## src/rtl/sound_scheduler.sv

```systemverilog
// Sound request scheduler for the game_sounds player: queues one pending bit per
// sound type, grants in fixed priority, strobes the player and times its playback.
module sound_scheduler #(
    parameter int CLK_FREQ      = 25_000_000,
    parameter int GUARD_CYCLES  = 16,
    parameter int STROBE_CYCLES = 2
) (
    input  logic       clk,
    input  logic       rst_n,
    input  logic       sound_en,
    input  logic       req_start,
    input  logic       req_drop,
    input  logic       req_error,
    input  logic       req_victory,
    output logic       sound_start,
    output logic [1:0] sound_type,
    output logic       busy,
    output logic       coalesced
);

    localparam int D_LONG  = CLK_FREQ / 10;
    localparam int D_SHORT = CLK_FREQ / 25;

    // Player busy time per melody, plus its start synchroniser and an idle guard.
    localparam int WAIT_START   = 4  * (D_LONG  + 1) + 3 + GUARD_CYCLES;
    localparam int WAIT_DROP    = 2  * (D_SHORT + 1) + 3 + GUARD_CYCLES;
    localparam int WAIT_ERROR   = 2  * (D_LONG  + 1) + 3 + GUARD_CYCLES;
    localparam int WAIT_VICTORY = 13 * (D_LONG  + 1) + 3 + GUARD_CYCLES;
    localparam int WAIT_W       = $clog2(WAIT_VICTORY) + 1;

    localparam logic [1:0] TYPE_START   = 2'b00;
    localparam logic [1:0] TYPE_DROP    = 2'b01;
    localparam logic [1:0] TYPE_ERROR   = 2'b10;
    localparam logic [1:0] TYPE_VICTORY = 2'b11;

    typedef enum logic [1:0] {
        IDLE,
        STROBE,
        PLAY
    } state_t;

    state_t            state, state_next;
    logic [3:0]        pending, pending_next;
    logic [3:0]        req_vec;
    logic [3:0]        merged;
    logic [3:0]        grant_mask;
    logic              grant;
    logic [1:0]        grant_type;
    logic [1:0]        strobe_cnt, strobe_cnt_next;
    logic [WAIT_W-1:0] wait_cnt, wait_cnt_next, wait_load;
    logic              sound_start_next;
    logic [1:0]        sound_type_next;
    logic              busy_next;
    logic              coalesced_next;

    // Pending bit index equals the sound_type code.
    always_comb begin
        req_vec = {req_victory, req_error, req_drop, req_start};
    end

    always_comb begin
        grant_type = TYPE_DROP;
        if (pending[3]) begin
            grant_type = TYPE_VICTORY;
        end else if (pending[2]) begin
            grant_type = TYPE_ERROR;
        end else if (pending[0]) begin
            grant_type = TYPE_START;
        end
        grant      = (state == IDLE) && sound_en && (pending != 4'b0000);
        grant_mask = grant ? (4'b0001 << grant_type) : 4'b0000;
    end

    always_comb begin
        wait_load = WAIT_W'(WAIT_DROP - 1);
        case (sound_type)
            TYPE_START:   wait_load = WAIT_W'(WAIT_START - 1);
            TYPE_DROP:    wait_load = WAIT_W'(WAIT_DROP - 1);
            TYPE_ERROR:   wait_load = WAIT_W'(WAIT_ERROR - 1);
            TYPE_VICTORY: wait_load = WAIT_W'(WAIT_VICTORY - 1);
            default:      wait_load = WAIT_W'(WAIT_DROP - 1);
        endcase
    end

    // A request hitting an already-set bit (including the one being granted) merges.
    always_comb begin
        merged         = req_vec & pending;
        pending_next   = 4'b0000;
        coalesced_next = 1'b0;
        if (sound_en) begin
            pending_next   = (pending | req_vec) & ~grant_mask;
            coalesced_next = |merged;
        end
    end

    always_comb begin
        state_next       = state;
        sound_start_next = sound_start;
        sound_type_next  = sound_type;
        busy_next        = busy;
        strobe_cnt_next  = strobe_cnt;
        wait_cnt_next    = wait_cnt;
        case (state)
            IDLE: begin
                if (grant) begin
                    sound_type_next  = grant_type;
                    sound_start_next = 1'b0;
                    busy_next        = 1'b1;
                    strobe_cnt_next  = 2'(STROBE_CYCLES - 1);
                    state_next       = STROBE;
                end
            end
            STROBE: begin
                if (strobe_cnt == 2'd0) begin
                    sound_start_next = 1'b1;
                    wait_cnt_next    = wait_load;
                    state_next       = PLAY;
                end else begin
                    strobe_cnt_next = strobe_cnt - 2'd1;
                end
            end
            PLAY: begin
                // The player cannot be aborted, so muting does not shorten this.
                if (wait_cnt == '0) begin
                    busy_next  = 1'b0;
                    state_next = IDLE;
                end else begin
                    wait_cnt_next = wait_cnt - WAIT_W'(1);
                end
            end
            default: begin
                state_next = IDLE;
            end
        endcase
    end

    always_ff @(posedge clk) begin
        if (!rst_n) begin
            state       <= IDLE;
            pending     <= 4'b0000;
            strobe_cnt  <= 2'd0;
            wait_cnt    <= '0;
            sound_start <= 1'b1;
            sound_type  <= TYPE_START;
            busy        <= 1'b0;
            coalesced   <= 1'b0;
        end else begin
            state       <= state_next;
            pending     <= pending_next;
            strobe_cnt  <= strobe_cnt_next;
            wait_cnt    <= wait_cnt_next;
            sound_start <= sound_start_next;
            sound_type  <= sound_type_next;
            busy        <= busy_next;
            coalesced   <= coalesced_next;
        end
    end

endmodule

```

## config.mk

```make
export PLATFORM = sky130hd
export DESIGN_NAME = sound_scheduler
export DESIGN_NICKNAME = d
export VERILOG_FILES = /design/src/rtl/sound_scheduler.sv
export SDC_FILE = /design/constraint.sdc
export NUM_CORES = 1
export LEC_CHECK = 0
export CAP_MARGIN = 20
export CORE_MARGIN = 2
export CORE_UTILIZATION = 48
export CTS_CLUSTER_DIAMETER = 100
export DETAILED_ROUTE_END_ITERATION = 7
export MAX_ROUTING_LAYER = met4
export PLACE_DENSITY = 0.68
export SLEW_MARGIN = 20
export SYNTH_ARGS = -nofsm -noshare
export SYNTH_HDL_FRONTEND = slang
export SYNTH_SLANG_ARGS = --single-unit
```

## constraint.sdc

```tcl
create_clock -name clk -period 1.8 [get_ports clk]
set_clock_uncertainty 0.05 [all_clocks]
set_input_delay 0.27 -clock clk [delete_from_list [all_inputs] [get_ports clk]]
set_output_delay 0.27 -clock clk [all_outputs]
set_load 0.01 [all_outputs]
```

==> impl_metrics.tcl <==
set metrics [dict create \
    die_area_um2 5710 \
    design_area_um2 3600 \
    antenna_cells 0 \
    synth_flop_cell "dfxtp_1" \
    top_layer_used "met4" \
    endpoint "wait_cnt[6]$_SDFFE_PN0P_" \
    finalMaxSlewViolations 0 \
    grt_use_total 0.302 \
    place.port_buffers 11 \
    worstSetupPathType "reg2reg" \
    synthesis.area_um2 2460 \
    critPathMaxFanout 5 \
    rr_startpoint "wait_cnt[15]$_SDFFE_PN0P_" \
    cts_buffers 5 \
    arrival_ns 2.06 \
    yosysUniqueCellTypes 63 \
    rows 26 \
    total_power_mw 3.98 \
    vias 2828 \
    final_cell_mix "buf_4 (64), nor2_1 (32), dfxtp_1 (27), a21oi_1 (21), nand2_1 (19)" \
    synth_edf_count 0 \
    cellLeakagePower_nw 1.43 \
    end_kind "flop" \
    fmax_mhz 523 \
    clkTransAtPathRegs_ns 0.08 \
    overflow 0 \
    wl_met1_um 3310 \
    violations "setup timing" \
    pin_count 12 \
    period_needed_ns 1.91 \
    r2r_cells 7 \
    yosysSeqAreaShare 0.318 \
    seqCellArea_um2 798 \
    synthSimpleGateAreaFrac 0.277 \
    antenna_found_initial 0 \
    clock-sinks 39 \
    synthXorXnorAreaFrac 0.00356 \
    max-cap-violations 0 \
    power.density_nw_per_um2 1100 \
    grt_pass1_wl_um 12600 \
    setup_viol_count_final 26 \
    startpoint "wait_cnt[15]$_SDFFE_PN0P_" \
    area_growth_pct 46.6 \
    wl_met2_um 4010 \
    cts_root_buf "clkbuf_8" \
    r2r-end "wait_cnt[6]$_SDFFE_PN0P_" \
    first_iter_violations 361 \
    post-route-period-util 1.06 \
    dr_wl_met3_um 633 \
    ys_ff_latch 39 \
    synth_mux_area_frac 0.00407 \
    worstPathRequired_ns 1.95 \
    grt_max_degree 14 \
    clock_latency_ns 0.31 \
    clockBufferDepth 2 \
    ctsHoldBuffers 0 \
    synth-compound-area-share 0.290 \
    syn_avg_cell_area_um2 8.45 \
    async_flop_share 0 \
    routedWlPerCell_um 18.9 \
    drive_above_1_share 0.446 \
    status "finished, violations left" \
    reg2reg_slack_ns -0.11 \
    syn_nets 305 \
    post_drt_via_cell_ratio 6.46 \
    rsz0062_at_grt "true" \
    place_area_um2 3120 \
    synth_warnings 0 \
    hold_viol 0 \
    die_h_um 75.6 \
    ant_nets 0 \
    drc 0 \
    grt_pass1_vias 2576 \
    hold_path.class "reg2reg" \
    place_congestion 0.932 \
    whs_ns 0.410 \
    cts_tree "built" \
    cts_max_level 2 \
    maxSlewHeadroom 0.665 \
    preCtsSetupSlack_ns -0.163 \
    synthAdderAreaFrac 0.0356 \
    synth_top_family_by_area "compound AO/OA/AOI/OAI gates" \
    layout_commonest_cell "buf_4" \
    worst_slew_pin_slew_ns 0.498 \
    multiInputGateArea_um2 1840 \
    initial_utilization 0.491 \
    fin_ws_ns -0.113 \
    wl_um 8270 \
    die_w_um 75.6 \
    netlist_instances 291 \
    start_kind "flop" \
    ir_drop_uv 685 \
    place_hpwl_um 5390 \
    nets 381 \
    drt_pass1_iterations 6 \
    n_fill_cell 367 \
    core_um2 5010 \
]
## where the power goes
group          switching (mW)  internal (mW)
combinational            1.22           1.09
sequential             0.0941          0.960
clock                   0.351          0.270
## critical path, cell delays in order, from the launching register on
cell	delay, ns
dfxtp_2	0.34
nor4_4	0.35
nand4_2	0.21
o31ai_4	0.30
buf_6	0.16
buf_6	0.12
a21oi_2	0.05
o221a_2	0.22
## stage by stage
stage	setup TNS [ns]	instances	utilization
2_1_floorplan	-0.705	291	-
3_3_place_gp	-1.96	428	0.622
3_5_place_dp	-1.97	428	0.622
4_1_cts	-0.909	438	0.687
5_1_grt	-3.32	438	0.720
6_report	-1.75	438	0.720
## logic make-up after synthesis
group | after synthesis
simple gates | 118
compound gates | 95
flops | 39
buf+inv | 30
fa+ha+maj | 7
xor+xnor | 1
mux | 1
## area by class of cell
cell class,count,area share
clock inverter,3,0.00555
sequential,39,0.221
tap,70,0.0243
timing repair buffer,88,0.207
clock buffer,5,0.0191
inverter,11,0.0115
multi-input combinational,222,0.511
## synthesized netlist by cell type (2+ instances only)
cell       count  share of area
inv_1         11          0.017
ha_1           7          0.036
nor2_1        35          0.053
a311oi_1       4          0.014
a2bb2oi_1      3          0.011
a221oi_1       3          0.011
a22oi_1        5          0.015
clkbuf_1      11          0.017
a32o_1         4          0.016
clkbuf_8       3          0.017
o41ai_1        2         0.0071
nor3_1        14          0.028
a31oi_1        8          0.020
or4_4          2         0.0092
nor4_1         4          0.010
o22ai_1        5          0.013
nand3_1        8          0.016
nor2b_1        2         0.0051
and2_1         2         0.0051
o32ai_1        5          0.018
nand2_1       21          0.032
a211oi_1       7          0.021
and3_1         4          0.010
nand4_1        4          0.010
nand4b_1       2         0.0071
o21ai_0        8          0.016
buf_6          4          0.018
a21oi_1       26          0.053
o221a_2        2         0.0092
dfxtp_1       39           0.32
nor4b_1        2         0.0071
nor4_4         3          0.026
## registers in the layout, summed over array words and instances (netlist names)
name and flops:
wait_cnt 26, pending 4, sound_type 2, state 2, strobe_cnt 2, busy 1
coalesced 1, sound_start 1
## per-layer routing
| metal | vias up | global-route usage |
|---|---|---|
| met5 | - | - |
| met4 | 0 | 0.117 |
| met3 | 44 | 0.0503 |
| met2 | 164 | 0.461 |
| met1 | 1344 | 0.400 |
| li1 | 1276 | - |
## how the worst min path moves through the flow
| stage | to | startpoint | depth (start not counted) |
|---|---|---|---|
| after detailed placement | strobe_cnt[0]$_SDFFE_PN0P_ | strobe_cnt[0]$_SDFFE_PN0P_ | 2 |
| after CTS | strobe_cnt[0]$_SDFFE_PN0P_ | strobe_cnt[0]$_SDFFE_PN0P_ | 2 |
| final | strobe_cnt[0]$_SDFFE_PN0P_ | strobe_cnt[0]$_SDFFE_PN0P_ | 2 |
| after global placement | strobe_cnt[0]$_SDFFE_PN0P_ | strobe_cnt[0]$_SDFFE_PN0P_ | 2 |
| after floorplan | pending[1]$_SDFF_PN0_ | req_drop | 2 |
| after global routing | strobe_cnt[0]$_SDFFE_PN0P_ | strobe_cnt[0]$_SDFFE_PN0P_ | 2 |
## what timing repair did
action,CTS,global route
gates resized for setup,56,27
endpoints found under the setup margin,26,27
pin swaps,19,12
buffers inserted,2,0
Note: power is estimated with default switching activity, not from simulation.
